<file path="src/rtl/rx_pkg.sv">
// Shared types and default sizing for the receive-side word-to-block assembler.
package rx_pkg;

  localparam int RX_NUM_WORDS = 4;
  localparam int RX_WORD_W    = 32;
  localparam int RX_BLOCK_W   = RX_NUM_WORDS * RX_WORD_W;

  typedef logic [RX_WORD_W-1:0]  word_t;
  typedef logic [RX_BLOCK_W-1:0] block_t;

  typedef enum logic {
    FILL = 1'b0,
    FULL = 1'b1
  } rx_state_t;

endpackage

</file>
<file path="src/rtl/flexbyte_stp_sr.sv">
// Serial-to-parallel shift register: each enabled cycle shifts the register
// left by one input chunk, so the oldest chunk ends up in the MSBs.
module flexbyte_stp_sr #(
  parameter int NUM_BYTES_IN  = 4,
  parameter int NUM_BYTES_OUT = 16
) (
  input  logic                       clk,
  input  logic                       n_rst,
  input  logic                       shift_enable,
  input  logic [NUM_BYTES_IN*8-1:0]  data_in,
  output logic [NUM_BYTES_OUT*8-1:0] data_out
);

  localparam int IN_W  = NUM_BYTES_IN * 8;
  localparam int OUT_W = NUM_BYTES_OUT * 8;

  logic [OUT_W-1:0] data_q, data_d;

  always_comb begin
    data_d = data_q;
    if (shift_enable) begin
      data_d = {data_q[OUT_W-IN_W-1:0], data_in};
    end
  end

  always_ff @(posedge clk or negedge n_rst) begin
    if (!n_rst) begin
      data_q <= '0;
    end else begin
      data_q <= data_d;
    end
  end

  assign data_out = data_q;

endmodule

</file>
<file path="src/rtl/rx_sr.sv">
// Packs NUM_WORDS inbound words into one block and hands it over with valid/ready.
// Optional sticky overrun flag is built only when RX_SR_OVERRUN_EN is defined.
module rx_sr
  import rx_pkg::*;
#(
  parameter int NUM_WORDS = RX_NUM_WORDS,
  parameter int WORD_W    = RX_WORD_W,
  localparam int BLOCK_W  = NUM_WORDS * WORD_W,
  localparam int CNT_W    = $clog2(NUM_WORDS + 1)
) (
  input  logic               clk,
  input  logic               n_rst,
  input  logic               clear,
  input  logic [WORD_W-1:0]  data_in,
  input  logic               word_valid,
  output logic               word_ready,
  output logic [BLOCK_W-1:0] block_out,
  output logic               block_valid,
  input  logic               block_ready,
  output logic [CNT_W-1:0]   word_count,
  output logic               overrun
);

  localparam logic [CNT_W-1:0] LAST_CNT = CNT_W'(NUM_WORDS - 1);
  localparam logic [CNT_W-1:0] ONE_CNT  = CNT_W'(1);

  rx_state_t        state_q, state_d;
  logic [CNT_W-1:0] count_q, count_d;
  logic             accept;

  // In FULL the ready path goes straight through from the consumer so a new
  // word can land in the same cycle the old block leaves.
  assign word_ready = (state_q == FILL) || block_ready;
  assign accept     = word_valid && word_ready && !clear;

  always_comb begin
    state_d = state_q;
    count_d = count_q;
    if (clear) begin
      state_d = FILL;
      count_d = '0;
    end else begin
      unique case (state_q)
        FILL: begin
          if (accept) begin
            count_d = count_q + 1'b1;
            if (count_q == LAST_CNT) begin
              state_d = FULL;
            end
          end
        end
        FULL: begin
          if (block_ready) begin
            state_d = FILL;
            count_d = accept ? ONE_CNT : '0;
          end
        end
      endcase
    end
  end

  always_ff @(posedge clk or negedge n_rst) begin
    if (!n_rst) begin
      state_q <= FILL;
      count_q <= '0;
    end else begin
      state_q <= state_d;
      count_q <= count_d;
    end
  end

  assign block_valid = (state_q == FULL);
  assign word_count  = count_q;

  flexbyte_stp_sr #(
    .NUM_BYTES_IN  (WORD_W / 8),
    .NUM_BYTES_OUT (BLOCK_W / 8)
  ) u_stp_sr (
    .clk          (clk),
    .n_rst        (n_rst),
    .shift_enable (accept),
    .data_in      (data_in),
    .data_out     (block_out)
  );

`ifdef RX_SR_OVERRUN_EN
  logic overrun_q, overrun_d;

  always_comb begin
    overrun_d = overrun_q;
    if (clear) begin
      overrun_d = 1'b0;
    end else if (word_valid && !word_ready) begin
      overrun_d = 1'b1;
    end
  end

  always_ff @(posedge clk or negedge n_rst) begin
    if (!n_rst) begin
      overrun_q <= 1'b0;
    end else begin
      overrun_q <= overrun_d;
    end
  end

  assign overrun = overrun_q;
`else
  assign overrun = 1'b0;
`endif

endmodule

</file>
<file path="config.mk">
export PLATFORM = sky130hd
export DESIGN_NAME = rx_sr
export DESIGN_NICKNAME = d
export VERILOG_FILES = /design/src/rtl/rx_pkg.sv /design/src/rtl/flexbyte_stp_sr.sv /design/src/rtl/rx_sr.sv
export SDC_FILE = /design/constraint.sdc
export NUM_CORES = 1
export LEC_CHECK = 0
export ABC_AREA = 1
export BUFFER_PORTS_ARGS = -buffer_cell sky130_fd_sc_hd__buf_4
export CORE_MARGIN = 1
export CORE_UTILIZATION = 32
export CTS_BUF_LIST = sky130_fd_sc_hd__clkbuf_16
export DETAILED_ROUTE_END_ITERATION = 12
export PLACE_DENSITY = 0.65
export SLEW_MARGIN = 20
export SYNTH_ARGS = -nofsm -noshare
export SYNTH_HDL_FRONTEND = slang
export SYNTH_SLANG_ARGS = --single-unit
</file>
<file path="constraint.sdc">
create_clock -name clk -period 3.6 [get_ports clk]
set_clock_uncertainty 0.05 [all_clocks]
set_input_delay 0.72 -clock clk [delete_from_list [all_inputs] [get_ports clk]]
set_output_delay 0.72 -clock clk [all_outputs]
set_load 0.02 [all_outputs]
</file>
== Word-level counts from Yosys, hierarchy flattened ==
Index checks and enable logic that the tools add are counted.

* $add $sub $neg: 1
* Multiply operators: 0
* Divide/modulo/power cells: 0
* Order comparisons: 0
* Equal/unequal tests: 3
* Shift-type cells: 0
* Multiplexer cells: 10
* Bitwise gates (word level): 1
* Reduce and logical (&&, ||, !) cells: 5

{| class="wikitable"
|+ Operators by type and width
! operator !! number
|-
| two-way mux 3 bit || 3
|-
| inequality test 3 bit (second input constant) || 2
|-
| one-hot mux 3 bit (2 select lines) || 1
|-
| two-way mux 1 bit || 5
|-
| adder 3 x 1 -> 3 bit (second input constant) || 1
|-
| equality test 3 x 2 -> 1 bit (second input constant) || 1
|-
| logical AND 1 bit || 2
|-
| one-hot mux 1 bit (2 select lines) || 1
|-
| AND reduction 2 bit || 1
|-
| zero test 1 bit || 1
|-
| logical OR 1 bit || 1
|-
| inverter 1 bit || 1
|}

* Flip-flop bits (word level): 132
* Latch bits: 0
* Bits in writable memories: 0
* ROM bits: 0
* Input bits: 37
* Memories: 0

== Longest topological paths before layout ==
* Depth after elaboration: 8
* Depth in mapped cells: 8
* Gate-level depth less buffers: 6

== Cells and area by module ==
A second synthesis with hierarchy kept.

* Cell total of the unflattened synthesis: 578
* Area total of the unflattened synthesis: 5226.3 um^2

{| class="wikitable"
|+ Modules (own cells, without submodules)
! module !! times used !! cells each !! area an instance (um^2) !! sequential area each (um^2)
|-
| flexbyte_stp_sr || 1 || 541 || 4959.8 || 3203.1
|-
| rx_sr || 1 || 37 || 266.5 || 100.1
|}

== Worst setup path after synthesis ==
OpenSTA, ideal clock, no wires.

* Path type: in2out
* From: input port block_ready
* To: output port word_ready
* Arrival time: 885 ps
* Data required time: 2830 ps
* Slack: 1945 ps
* Stages on the path: 2
* Cells stage by stage: inv_1 nand2_2

* Cells in the longest elaborated chain, start to end: 1

{| class="wikitable"
|+ Ends and longest elaborated chain
! what !! RTL line !! RTL
|-
| start, declared || rx_sr.sv:19 || <nowiki>input logic block_ready,</nowiki>
|-
| logical OR 1 bit || rx_sr.sv:33 || <nowiki>assign word_ready = (state_q == FILL) || block_ready;</nowiki>
|-
| end, declared || rx_sr.sv:16 || <nowiki>output logic word_ready,</nowiki>
|}

No other way between the ends.

== Worst setup path in the final report ==
Ends and elaborated chain as after synthesis.

==> impl_metrics.env <==
export IMPL_status="completed"
export IMPL_ys_top_cells_by_area="dfrtp_1 (65%), nand2_1 (29%), buf_4 (2.2%)"
export IMPL_syn_num_nets=617
export IMPL_wire_per_inst_um=12.3
export IMPL_cts_root_buf="clkbuf_16"
export IMPL_antenna_found_initial=1
export IMPL_path_max_fanout=3
export IMPL_switchingPower_w=0.00144
export IMPL_drive_gt1_frac=0.275
export IMPL_vias=4067
export IMPL_slew_violations=0
export IMPL_whs_ps=274
export IMPL_initial_core_util=0.332
export IMPL_synth_top_area_cell="dfrtp_1"
export IMPL_fin_crit_sh=0.534
export IMPL_final_cells=967
export IMPL_synth_edf_count=0
export IMPL_critPathKind="in -> out"
export IMPL_dp_cells=934
export IMPL_gp_congestion=0.736
export IMPL_ant_nets=0
export IMPL_regToRegSetupSlack_ps=1940
export IMPL_finalWirelength_um=11900
export IMPL_n_fill_cell=1533
export IMPL_grt_overflow=0
export IMPL_cts_buffers=17
export IMPL_required_ps=2830
export IMPL_p_clk_frac=0.376
export IMPL_netlist_area_um2=5100
export IMPL_die_h_um=128
export IMPL_switching_share=0.302
export IMPL_ys_warn_count=0
export IMPL_use_met3=0.0497
export IMPL_grt_use_met1=0.212
export IMPL_maxClockFrequency_ghz=0.520
export IMPL_period_minus_slack_ps=1920
export IMPL_postCtsHoldBufs=0
export IMPL_p_leak_nw=4.06
export IMPL_core_um2=15400
export IMPL_rsz0062_at_grt="no"
export IMPL_via_per_inst=4.21
export IMPL_postCtsSetupBuffers=0
export IMPL_peakVddDrop_mv=0.281
export IMPL_grt_start_max_net_pins=76
export IMPL_finalNetCount=781
export IMPL_combPwrFrac=0.222
export IMPL_cts_tree="built"
export IMPL_power_density_nw_per_um2=667
export IMPL_async_reset_ff_frac=1.00
export IMPL_drtIter0Drc=248
export IMPL_dieArea_um2=16500
export IMPL_ios=171
export IMPL_h_tree_depth=4
export IMPL_grt_pass1_wl_um=19200
export IMPL_syn_avg_cell_area_um2=8.83
export IMPL_clk_pin_slew_ps=60
export IMPL_worst_slew_pin_slew_ps=729
export IMPL_hold_path_class="in -> async"
export IMPL_reg2reg_from="block_valid"
export IMPL_cts_sinks=132
export IMPL_yosysTopAreaCellShare=0.647
export IMPL_synth_cell_types=16
export IMPL_ys_seq_area_frac=0.647
export IMPL_drv_cap=0
export IMPL_synth_ff_latch_count=132
export IMPL_hpwlAfterDp_um=7570
export IMPL_grt_pass1_vias=3583
export IMPL_io_buffers=169
export IMPL_ys_flop_type="dfrtp_1"
export IMPL_clockBufferDepth=2
export IMPL_busiest_layer="met1"
export IMPL_syn_inst=578
export IMPL_met2_usage=0.210
export IMPL_setup_viol=0
export IMPL_tns_ps=0
export IMPL_firstDrtPassIters=4
export IMPL_rows=45
export IMPL_syn_to_final_growth_pct=39.6
export IMPL_clk_latency_ps=410
export IMPL_startpoint="block_ready"
export IMPL_cts_resized_gates=0
export IMPL_crit_arrival_ps=1150
export IMPL_grt_use_total=0.150
export IMPL_dieWidth_um=128
export IMPL_start_kind="primary input"
export IMPL_drc=0
export IMPL_end_kind="output pin"
export IMPL_seqPwrFrac=0.403
export IMPL_hold_violations=0
export IMPL_slew_headroom=0.514
export IMPL_internal_power_w=0.00331
export IMPL_ys_top_cells_by_count="nand2_1 (397), dfrtp_1 (132), buf_4 (15), buf_2 (12)"
export IMPL_yosysMostFrequentCell="nand2_1"
kinds of logic (layout without fill, tap and decap cells):
family	count (synthesis)	after routing	synth area share
and+or+nand+nor	406	406	0.302
DFF	132	132	0.647
buffers and inverters	35	212	0.0434
adders and majority gates	2	2	0.00490
AOI/OAI and AO/OA	2	2	0.00196
other	1	2	0.000735
power by group through the flow:
stage | combinational [W] | clock (W) | sequential (W)
global placement | 0.00105 | 0 | 0.00194
finish | 0.00105 | 0.00178 | 0.00191
detailed placement | 0.00107 | 0 | 0.00194
CTS | 0.00107 | 0.00183 | 0.00192
floorplan | 0.000253 | 0 | 0.00221
global route | 0.00114 | 0.00191 | 0.00195
path summary, 6_finish.rpt:
| check | endpoint | cells after the start |
|---|---|---|
| setup / recovery | word_ready | 4 |
| hold / removal | u_stp_sr.data_out[68] | 1 |
| setup reg to reg | u_stp_sr.data_out[92] | 6 |
| hold reg to reg | u_stp_sr.data_out[104] | 2 |
| max in group asynchronous | u_stp_sr.data_out[38] | 2 |
| min in group clk | u_stp_sr.data_out[104] | 2 |
registers in the layout, summed over array words and instances, names as in the netlist:
| register | cells |
|---|---|
| block_valid | 1 |
| u_stp_sr.data_out | 128 |
| word_count | 3 |
layout by cell type, fill, tap and decap left out, drive strengths merged, types with 2 or more instances in the layout:
cell type  count
buf          174
bufinv         4
clkbuf        17
clkinv         7
clkinvlp       3
dfrtp        132
ha             2
inv            7
nand2        398
nand3          4
nor2           4
area by class of cell:
class | count | area (um^2) | area share
timing repair buffer | 174 | 1320 | 0.186
multi-input combinational | 411 | 1590 | 0.223
clock inverter | 15 | 190 | 0.0267
sequential | 132 | 3300 | 0.464
tap | 211 | 264 | 0.0371
clock buffer | 17 | 425 | 0.0597
antenna | 1 | 2.50 | 0.000351
inverter | 6 | 22.5 | 0.00316
routing by layer:
layer / wire, um / vias to the layer above / share of wire
li1: - / 2077 / -
met1: 5710 / 1875 / 0.48
met2: 5460 / 111 / 0.46
met3: 662 / 4 / 0.056
met4: 72 / 0 / 0.0060
met5: 0 / - / 0
critical path, stage by stage:
cell	delay (ps)
buf_4	100
inv_1	70
nand2_2	90
buf_4	170
metrics by stage:
stage	total power (W)	area (um^2)	worst slack (ps)	util
5_1_grt	0.00500	7120	1620	0.463
2_1_floorplan	0.00246	5100	1950	-
3_5_place_dp	0.00300	6500	1520	0.423
6_report	0.00475	7120	1680	0.463
4_1_cts	0.00482	7120	1670	0.463
3_3_place_gp	0.00299	6500	1550	0.423
Note: power is estimated with default switching activity, not from simulation.
